**src/rtl/instr_fetch_seq_if.sv**
```systemverilog
`default_nettype none
// ============================================================================
// Module   : instr_fetch_seq_if
// Brief    : Memory-read and cpu-handoff bundle between fetch sequencer and cpu.
// Revision : 1.0  initial release
// ============================================================================
interface instr_fetch_seq_if #(
  parameter int ADDR_W = 8
);
  logic              mem_rd;
  logic [ADDR_W-1:0] mem_addr;
  logic [15:0]       mem_rdata;
  logic [15:0]       cpu_in;
  logic              cpu_load;
  logic              cpu_s;
  logic              cpu_w;

  modport master (
    output mem_rd, mem_addr, cpu_in, cpu_load, cpu_s,
    input  mem_rdata, cpu_w
  );

  modport slave (
    input  mem_rd, mem_addr, cpu_in, cpu_load, cpu_s,
    output mem_rdata, cpu_w
  );
endinterface
`default_nettype wire

```
**src/rtl/instr_fetch_seq.sv**
```systemverilog
`default_nettype none
// ============================================================================
// Module   : instr_fetch_seq
// Brief    : PC-driven instruction fetch and cpu handoff with halt detection,
//            stall timeout and retired-instruction counting.
// Revision : 1.0  initial release
// ============================================================================
module instr_fetch_seq #(
  parameter int                ADDR_W   = 8,
  parameter logic [ADDR_W-1:0] RESET_PC = '0,
  parameter int                TIMEOUT  = 15
) (
  input  logic               clk,
  input  logic               reset,
  input  logic               run,
  instr_fetch_seq_if.master  bus,
  output logic [ADDR_W-1:0]  pc,
  output logic               halted,
  output logic               err,
  output logic [15:0]        icount
);

  localparam logic [7:0] c_TCNT_LAST = 8'(TIMEOUT - 1);

  typedef enum logic [2:0] {
    S_IDLE    = 3'd0,
    S_FETCH   = 3'd1,
    S_MEMWAIT = 3'd2,
    S_LOAD    = 3'd3,
    S_START   = 3'd4,
    S_EXEC    = 3'd5,
    S_HALT    = 3'd6
  } state_t;

  state_t            r_state;
  state_t            w_next;
  logic [ADDR_W-1:0] r_pc;
  logic [15:0]       r_ir;
  logic [15:0]       r_icount;
  logic [7:0]        r_tcnt;
  logic              r_halted;
  logic              r_err;
  logic              w_is_halt;
  logic              w_retire;
  logic              w_timeout;

  // Opcode 3'b111 in the top bits marks a halt instruction.
  assign w_is_halt = (bus.mem_rdata[15:13] == 3'b111);
  assign w_retire  = (r_state == S_EXEC) && bus.cpu_w;
  assign w_timeout = (r_state == S_EXEC) && !bus.cpu_w && (r_tcnt == c_TCNT_LAST);

  always_ff @(posedge clk or negedge reset) begin
    if (!reset) begin
      r_state <= S_IDLE;
    end else begin
      r_state <= w_next;
    end
  end

  always_comb begin
    w_next       = r_state;
    bus.mem_rd   = 1'b0;
    bus.cpu_load = 1'b0;
    bus.cpu_s    = 1'b0;
    case (r_state)
      S_IDLE: begin
        if (run) w_next = S_FETCH;
      end
      S_FETCH: begin
        bus.mem_rd = 1'b1;
        w_next     = S_MEMWAIT;
      end
      S_MEMWAIT: begin
        w_next = w_is_halt ? S_HALT : S_LOAD;
      end
      S_LOAD: begin
        bus.cpu_load = 1'b1;
        w_next       = S_START;
      end
      S_START: begin
        bus.cpu_s = 1'b1;
        w_next    = S_EXEC;
      end
      S_EXEC: begin
        // Completion wins over timeout when cpu_w arrives on the last allowed cycle.
        if (w_retire) begin
          w_next = run ? S_FETCH : S_IDLE;
        end else if (w_timeout) begin
          w_next = S_HALT;
        end
      end
      S_HALT: begin
        w_next = S_HALT;
      end
      default: begin
        w_next = S_IDLE;
      end
    endcase
  end

  always_ff @(posedge clk or negedge reset) begin
    if (!reset) begin
      r_pc     <= RESET_PC;
      r_ir     <= '0;
      r_icount <= '0;
      r_tcnt   <= '0;
      r_halted <= 1'b0;
      r_err    <= 1'b0;
    end else begin
      case (r_state)
        S_MEMWAIT: begin
          r_ir <= bus.mem_rdata;
          if (w_is_halt) r_halted <= 1'b1;
        end
        S_START: begin
          r_tcnt <= '0;
        end
        S_EXEC: begin
          r_tcnt <= r_tcnt + 8'd1;
          if (w_retire) begin
            r_pc <= r_pc + ADDR_W'(1);
            if (r_icount != 16'hFFFF) r_icount <= r_icount + 16'd1;
          end else if (w_timeout) begin
            r_err    <= 1'b1;
            r_halted <= 1'b1;
          end
        end
        default: begin
        end
      endcase
    end
  end

  assign bus.mem_addr = r_pc;
  assign bus.cpu_in   = r_ir;
  assign pc           = r_pc;
  assign halted       = r_halted;
  assign err          = r_err;
  assign icount       = r_icount;

endmodule
`default_nettype wire

```
**src/flat_wrapper.sv**
```systemverilog
// flat-port wrapper written by rule: the top's interface ports become plain ports
module instr_fetch_seq_flat 
#(
  parameter int                ADDR_W   = 8,
  parameter logic [ADDR_W-1:0] RESET_PC = '0,
  parameter int                TIMEOUT  = 15
)
  (clk, reset, run, pc, halted, err, icount, bus_mem_rd, bus_mem_addr, bus_cpu_in, bus_cpu_load, bus_cpu_s, bus_mem_rdata, bus_cpu_w);
  instr_fetch_seq_if #(.ADDR_W(ADDR_W)) bus_i ();
  input  logic clk;
  input  logic reset;
  input  logic run;
  output logic [ADDR_W-1:0] pc;
  output logic halted;
  output logic err;
  output logic [15:0] icount;
  output wire logic [$bits(bus_i.mem_rd)-1:0] bus_mem_rd;
  output wire logic [$bits(bus_i.mem_addr)-1:0] bus_mem_addr;
  output wire logic [$bits(bus_i.cpu_in)-1:0] bus_cpu_in;
  output wire logic [$bits(bus_i.cpu_load)-1:0] bus_cpu_load;
  output wire logic [$bits(bus_i.cpu_s)-1:0] bus_cpu_s;
  input wire logic [$bits(bus_i.mem_rdata)-1:0] bus_mem_rdata;
  input wire logic [$bits(bus_i.cpu_w)-1:0] bus_cpu_w;
  assign bus_mem_rd = bus_i.mem_rd;
  assign bus_mem_addr = bus_i.mem_addr;
  assign bus_cpu_in = bus_i.cpu_in;
  assign bus_cpu_load = bus_i.cpu_load;
  assign bus_cpu_s = bus_i.cpu_s;
  assign bus_i.mem_rdata = bus_mem_rdata;
  assign bus_i.cpu_w = bus_cpu_w;
  instr_fetch_seq #(.ADDR_W(ADDR_W), .RESET_PC(RESET_PC), .TIMEOUT(TIMEOUT)) u_core (.clk(clk), .reset(reset), .run(run), .bus(bus_i), .pc(pc), .halted(halted), .err(err), .icount(icount));
endmodule
```
**config.mk**
```make
export PLATFORM = sky130hd
export DESIGN_NAME = instr_fetch_seq_flat
export DESIGN_NICKNAME = d
export VERILOG_FILES = /design/src/rtl/instr_fetch_seq_if.sv /design/src/rtl/instr_fetch_seq.sv /design/src/flat_wrapper.sv
export SDC_FILE = /design/constraint.sdc
export NUM_CORES = 1
export LEC_CHECK = 0
export CORE_ASPECT_RATIO = 1.75
export CORE_MARGIN = 2
export CORE_UTILIZATION = 47
export DETAILED_ROUTE_END_ITERATION = 10
export GPL_TIMING_DRIVEN = 0
export PLACE_DENSITY_LB_ADDON = 0.05
export SYNTH_ARGS = -nofsm -noshare
export SYNTH_HDL_FRONTEND = slang
export SYNTH_SLANG_ARGS = --single-unit
```
**constraint.sdc**
```tcl
create_clock -name clk -period 2.6 [get_ports clk]
set_input_delay 0.78 -clock clk [delete_from_list [all_inputs] [get_ports clk]]
set_output_delay 0.78 -clock clk [all_outputs]
set_load 0.1 [all_outputs]
```
==> results.yml, run 1 <==
status:
  status: "finished clean"
setup_path:
  critical-path-top-delay-family: "buffers and inverters"
  critPathMaxFanout: 6
  critPathCapture: "pc[3]"
  cpMaxStageDelayCell: "dlygate4sd2_1"
  worst_ep_arrival_time_ns: 1.75
  worstPathCellList: "buf_4 > dlygate4sd2_1"
  ff2ff_setup_slack_ns: 0.71
  critical_path.n_buffers_inverters: 2
  worstSetupStartpoint: "u_core.bus.mem_addr[3]"
  r2r_end: "u_core.icount[12]"
  worst-path-stages: 2
  cpPeakStageDelay_ns: 0.84
  start_kind: "register"
  worst_setup_path_end_kind: "output port"
  worst-setup-path-type: "reg2out"
  cp.required_ns: 1.82
  r2r_start: "u_core.icount[0]"
  reg2reg_depth: 5
synth:
  synth-adder-area-share_pct: 2.001
  synth_compound_area_share_pct: 4.452
  postSynthCellCount: 218
  synth-seq-cells: 53
  synth_simple_gate_area_share_pct: 19.76
  async_flop_share_pct: 100.0
  synth_xor_area_share_pct: 6.303
  synth_flop_cell: "dfrtp_1"
  syn_nets: 242
  synth_cell_types: 42
  syn_avg_cell_area_um2: 11.47
  synthMuxAreaShare_pct: 10.26
  synth_edf_count: 0
  yosys_warnings: 0
  netlist_area_um2: 2501
  synth_top_family_by_area: "simple AND/OR/NAND/NOR gates"
  ys_seq_area_share_pct: 53.03
sta:
  tightest_slew_ns: 0.9906
  finalSetupViolCount: 0
  max_freq_ghz: 0.3959
  hold_viol: 0
  relSlewSlack_pct: 34.22
  rsz0062_at_grt: "false"
  post-route-period-util_pct: 97.14
  fin_worst_skew_ns: 0.01048
  slew_violations: 0
  worst_slack_ns: 0.07436
  fin_crit_ns: 2.526
detailed_routing:
  detail_route.wl_per_cell_um: 14.40
  routed-via-count: 1918
  drt_first_pass_iters: 4
  routed_via_density: 5.418
  wl_mm: 5.096
  drcViolationCount: 0
  drtIter0Drc: 61
  ant_nets: 0
global_route:
  grt.total_usage_pct: 18.35
  grt_max_degree: 34
  antenna_found_initial: 0
  grt_overflow_total: 0
  grt_pass1_vias: 1882
  grt_pass1_wl_mm: 8.480
floorplanning:
  coreArea_um2: 5211
  initial_core_util_pct: 48.00
  die_w_um: 59.15
  fp.dieH_um: 100.5
  die-area_um2: 5944
  ios: 73
  row_count: 35
place:
  port_buffers: 72
  hpwl_mm: 3.835
  post-place-ws_ns: -0.4146
  gp_congestion: 0.8493
cells_and_area:
  drive_gt1_share_pct: 17.39
  fin_nets: 322
  antennaDiodeCount: 0
  areaGrowthSynthToFinish_pct: 35.52
clock_tree:
  cts_buffer_depth: 2
  clkTransAtPathRegs_ns: 0.10
  htreeDepth: 2
  clock-sinks: 53
  clock-root-buffer: "clkbuf_8"
  cts_tree: "yes"
  postCtsSetupRepairBufs: 0
  cts_inserted_buffers: 5
  clk_latency_ns: 0.31
run:
  drv_cap: 0
min_path:
  hold_path.class: "in2async"
## final cells by class
cell class	count	area (µm²)
Timing Repair Buffer	73	715.7
Multi-Input combinational cell	146	1077
Inverter	7	26.28
Tap cell	55	68.82
Clock buffer	6	82.58
Fill cell	463	1822
Buffer	12	78.83
Sequential cell	53	1326
Clock inverter	2	13.76
## cells in the mapped netlist (all sizes together), types with 2 or more instances
| cell | count | area (µm²) |
|---|---|---|
| buf | 11 | 75.07 |
| xor2 | 8 | 70.07 |
| mux2i | 5 | 50.05 |
| inv | 7 | 26.28 |
| nand3 | 13 | 65.06 |
| nor4 | 3 | 33.78 |
| and4 | 3 | 27.53 |
| nand2 | 21 | 78.83 |
| mux2 | 18 | 206.4 |
| ha | 4 | 50.05 |
| nand4 | 11 | 83.83 |
| nor3 | 7 | 35.03 |
| dfrtp | 53 | 1326 |
| xnor2 | 10 | 87.58 |
| o21ai | 7 | 35.03 |
| or2 | 2 | 15.02 |
| and3 | 6 | 37.54 |
| o31ai | 2 | 15.01 |
| nor2 | 11 | 46.29 |
## metal layers
metal / wire [µm] / track usage [%] / share of wire (%)
met1: 2007 / 21.64 / 39
met4: 119 / 7.867 / 2.3
met2: 2763 / 31.62 / 54
met3: 206 / 3.594 / 4.0
met5: 0 / 0 / 0
## state kept, by name (all words and copies together) (netlist names)
signal               count
u_core.bus.cpu_in       16
u_core.bus.mem_addr      8
u_core.err               1
u_core.halted            1
u_core.icount           16
u_core.r_state           3
u_core.r_tcnt            8
## kinds of logic after synthesis
| family | count (synthesis) |
|---|---|
| simple gates | 84 |
| compound gates | 17 |
| flops | 53 |
| xor+xnor | 18 |
| buf+inv | 19 |
| mux | 23 |
| fa+ha+maj | 4 |
## metrics by stage
stage                     TNS (ns)  cell area (µm²)  std cells  hold WS [ns]  utilization [%]
after global placement      -49.68             3298        345        0.4488            63.29
after global routing             0             3390        354        0.4596            65.04
after floorplan           -0.07729             2509        218        0.4521                -
after detailed placement    -1.056             3313        346        0.4544            63.58
final                            0             3390        354        0.4186            65.04
after CTS                        0             3357        354        0.4399            64.42
## cells in the final DEF, fill, tap and decap left out, types with 7 or more instances in the layout
cell type        netlist  layout
o21ai_0                7       7
dfrtp_1               53      53
nand4_1               10      10
xor2_1                 8       8
buf_4                  8       9
xnor2_1               10      10
mux2_2                17      17
clkdlybuf4s50_1        0      18
nand2_1               21      21
nor2_1                 9       8
inv_1                  7       7
dlygate4sd2_1          0      36
dlymetal6s2s_1         0      14
nand3_1               13      13
## what timing repair did
item / CTS / global route
hold buffers: 0 / 0
setup endpoints to repair: 39 / 16
resized for setup: 51 / 16
## worst min path at each step
stage	end	cells after the start	slack [ns]
4_1_cts	u_core.bus.mem_addr[3]	1	0.44
3_3_place_gp	u_core.halted	1	0.45
3_5_place_dp	u_core.halted	1	0.45
2_1_floorplan	u_core.r_tcnt[6]	1	0.45
5_1_grt	u_core.bus.mem_addr[3]	1	0.46
6_report	u_core.bus.mem_addr[5]	1	0.42
Power of run 1 is not shown: default switching activity piles up to over one toggle a cycle in this logic, so the estimate is an artifact.
==> inputs of run 2 (changes only) <==
- CORE_ASPECT_RATIO: 1.75 -> 1.5
- GPL_ROUTABILITY_DRIVEN: unset -> 0
- SLEW_MARGIN: unset -> 30
==> run 2 against run 1 <==
  * Cell count increased by 3.7%
  * Critical path depth unchanged
  * Worst hold slack got worse by 0.098 ns
  * Count of clock-buffer cells in the layout increased by 1
  * First-iteration DRC count decreased by 16%
  * Critical path type unchanged
  * Largest cell class unchanged
==> results.yml, run 2 (same netlist as run 1, synthesis figures left out) <==
global_route:
  grt.total_usage_pct: 18.33
  grt_max_degree: 40
  grt_pass1_vias: 1953
  grt_overflow_total: 0
  antenna_found_initial: 0
  grt_pass1_wl_mm: 8.659
floorplanning:
  fp.dieH_um: 93.35
  row_count: 32
  die_w_um: 63.56
  initial_core_util_pct: 48.80
  ios: 73
  coreArea_um2: 5125
  die-area_um2: 5933
clock_tree:
  cts_resized: 51
  cts_tree: "yes"
  clk_latency_ns: 0.30
  cts_buffer_depth: 2
  htreeDepth: 2
  postCtsSetupRepairBufs: 0
  clock-sinks: 53
  clock-root-buffer: "clkbuf_8"
  postCtsHoldBufs: 0
  clkTransAtPathRegs_ns: 0.09
  cts_inserted_buffers: 5
setup_path:
  start_kind: "register"
  worst_setup_path_end_kind: "output port"
  worst_ep_arrival_time_ns: 1.74
  worst-setup-path-type: "reg2out"
  cp.required_ns: 1.82
  worstSetupStartpoint: "u_core.bus.mem_addr[2]"
  critPathMaxFanout: 6
  r2r_start: "u_core.icount[0]"
detailed_routing:
  drcViolationCount: 0
  wl_mm: 5.162
  detail_route.wl_per_cell_um: 14.07
  ant_nets: 0
  routed-via-count: 1923
  drt_first_pass_iters: 4
  drtIter0Drc: 51
  routed_via_density: 5.240
sta:
  max_freq_ghz: 0.3962
  relSlewSlack_pct: 34.00
  slew_violations: 0
  finalSetupViolCount: 0
  fin_worst_skew_ns: 0.003636
  tightest_slew_ns: 0.9884
  hold_viol: 0
  post-route-period-util_pct: 97.07
  worst_slack_ns: 0.07611
  rsz0062_at_grt: "false"
  fin_crit_ns: 2.524
cells_and_area:
  areaGrowthSynthToFinish_pct: 35.72
  final_cell_mix: "53 x dfrtp_1, 37 x dlygate4sd2_1, 21 x nand2_1"
  antennaDiodeCount: 0
  fin_nets: 322
  final_common_cell: "dfrtp_1"
  drive_gt1_share_pct: 17.06
run:
  drv_cap: 0
place:
  hpwl_mm: 3.809
  port_buffers: 72
  post-place-ws_ns: -0.3964
min_path:
  hold_path.class: "in2async"
status:
  status: "finished clean"
run 2: stage by stage:
stage	setup TNS [ns]	area [µm²]	hold WS [ns]	util, %	instances
3_3_place_gp	-49.49	3314	0.4454	64.67	358
3_5_place_dp	-1.096	3332	0.4507	65.01	359
5_1_grt	0	3395	0.3288	66.24	367
6_report	0	3395	0.3209	66.24	367
4_1_cts	0	3363	0.3188	65.63	367
2_1_floorplan	-0.07729	2509	0.4521	-	218
run 2: metal layers:
layer  part of all wire (%)  track usage [%]  wire, µm
met1                     41            20.78      2132
met3                    5.3            4.212       276
met2                     51            32.81      2656
met5                      0                0         0
met4                    1.9            7.609        97
run 2: area by class of cell:
cell class              instances  area, µm²
inverters                       7      26.28
fillers                       466       1730
plain buffers                  12      78.83
clock buffers                   7      76.32
well taps                      68      85.08
repair buffers                 73      711.9
multi-input cells             146       1082
flip-flops and latches         53       1326
clock inverters                 1      7.507
run 2: worst paths after layout:
path,endpoint,slack (ns),cells after the start
hold reg to reg,u_core.halted,0.46,1
max in group asynchronous,u_core.bus.cpu_in[11],1.81,2
setup reg to reg,u_core.icount[12],0.74,5
min in group clk,u_core.halted,0.46,1
hold / removal,u_core.bus.mem_addr[4],0.32,1
setup / recovery,pc[2],0.08,2
run 2: worst max-delay path: stages, from the launching register on:
cell           delay (ns)
dfrtp_1              0.46
buf_4                0.14
dlygate4sd2_1        0.84
Power of run 2 is left out for the same reason.
==> inputs of run 3 (changes only) <==
- SLEW_MARGIN: 30 -> 20
==> run 3 against run 2 <==
  * Core utilization decreased by 0.34 points
  * Highest routed layer unchanged
  * Worst hold slack gained 0.14 ns
  * Sequential cell count did not move
  * Count of clock-buffer cells in the layout stayed put
  * Critical path depth is the same
  * Sequential share of layout area increased by 0.20 points
  * Die area unchanged
  * Non-clock buffer count shrank 1
  * Fmax hardly changed
==> results.yml, run 3 (same netlist as run 1, synthesis figures left out) <==
detailed_routing:
  routed-via-count: 1900
  ant_nets: 0
  routed_via_density: 5.191
  drt_first_pass_iters: 4
  wl_mm: 5.123
  detail_route.wl_per_cell_um: 14.00
  drtIter0Drc: 85
  drcViolationCount: 0
global_route:
  grt_max_degree: 54
  grt_pass1_wl_mm: 8.542
  grt_pass1_vias: 1890
  grt.total_usage_pct: 18.19
  grt_overflow_total: 0
  antenna_found_initial: 0
sta:
  post-route-period-util_pct: 97.04
  rsz0062_at_grt: "false"
  hold_slack_ns: 0.4629
  relSlewSlack_pct: 34.00
  worst_slack_ns: 0.07696
  fin_crit_ns: 2.523
  fin_worst_skew_ns: 0.007184
  finalSetupViolCount: 0
  slew_violations: 0
  max_freq_ghz: 0.3963
  hold_viol: 0
  tightest_slew_ns: 0.9884
run:
  drv_cap: 0
clock_tree:
  clk_latency_ns: 0.30
  cts_inserted_buffers: 5
  clock-sinks: 53
  postCtsHoldBufs: 0
  cts_buffer_depth: 2
  cts_tree: "yes"
  clkTransAtPathRegs_ns: 0.09
  clock-root-buffer: "clkbuf_8"
  htreeDepth: 2
floorplanning:
  fp.dieH_um: 93.35
  row_count: 32
  die_w_um: 63.56
  initial_core_util_pct: 48.80
  coreArea_um2: 5125
  ios: 73
  die-area_um2: 5933
setup_path:
  start_kind: "register"
  critPathCapture: "pc[2]"
  worst_ep_arrival_time_ns: 1.74
  worstSetupStartpoint: "u_core.bus.mem_addr[2]"
  r2r_start: "u_core.r_state[1]"
  critPathMaxFanout: 6
  ff2ff_setup_slack_ns: 0.76
  worst-setup-path-type: "reg2out"
  r2r_end: "u_core.bus.cpu_in[10]"
  worst_setup_path_end_kind: "output port"
  reg2reg_depth: 4
  cp.required_ns: 1.82
min_path:
  min-delay-start: "u_core.halted"
  hold_path.class: "reg2reg"
status:
  status: "finished clean"
cells_and_area:
  areaGrowthSynthToFinish_pct: 35.02
  drive_gt1_share_pct: 16.78
  antennaDiodeCount: 0
  final_common_cell: "dfrtp_1"
  fin_nets: 321
  final_cell_mix: "53 x dfrtp_1, 37 x dlygate4sd2_1, 21 x nand2_1"
place:
  post-place-ws_ns: -0.4348
  hpwl_mm: 3.732
  port_buffers: 72
run 3: cell count changes in the layout (fill, tap and decap cells not counted), sizes merged:
cell,change
buf,-2
clkbuf,+1
run 3: what timing repair did:
| action | CTS | global route |
|---|---|---|
| setup buffers | 0 | 0 |
| setup endpoints to repair | 40 | 16 |
| endpoints found under the hold margin | 0 | 0 |
| gates resized for setup | 51 | 17 |
run 3: critical path, stage by stage (launching register included):
cell	delay (ns)
dfrtp_1	0.46
buf_4	0.14
dlygate4sd2_1	0.84
run 3: layout make-up:
cell class / instances / area (µm²)
fill: 474 / 1748
sequential: 53 / 1326
multi-input combinational: 146 / 1082
timing repair buffer: 72 / 694.4
tap: 68 / 85.08
buffer: 12 / 78.83
clock buffer: 7 / 76.32
inverter: 7 / 26.28
clock inverter: 1 / 7.507
run 3: how the worst min path moves through the flow:
stage / to / slack [ns] / cells past startpoint
6_report: u_core.halted / 0.46 / 1
5_1_grt: u_core.halted / 0.49 / 1
4_1_cts: u_core.halted / 0.47 / 1
3_5_place_dp: u_core.halted / 0.45 / 1
3_3_place_gp: u_core.halted / 0.45 / 1
2_1_floorplan: u_core.r_tcnt[6] / 0.45 / 1
run 3: layer usage:
layer / global-route usage, % / share of wire [%] / up-vias / wire (µm)
met5: 0 / 0 / - / 0
met4: 7.428 / 1.6 / 0 / 81
met3: 4.212 / 4.6 / 8 / 238
met2: 31.93 / 53 / 47 / 2694
met1: 21.20 / 41 / 925 / 2108
li1: - / - / 920 / -
run 3: stage by stage:
stage	cell area [µm²]	utilization [%]	cells	setup TNS [ns]
6_report	3377	65.89	366	0
5_1_grt	3377	65.89	366	0
4_1_cts	3343	65.23	366	0
3_3_place_gp	3314	64.67	358	-49.49
3_5_place_dp	3312	64.62	358	-1.069
2_1_floorplan	2509	-	218	-0.07729
Power of run 3 is left out for the same reason.
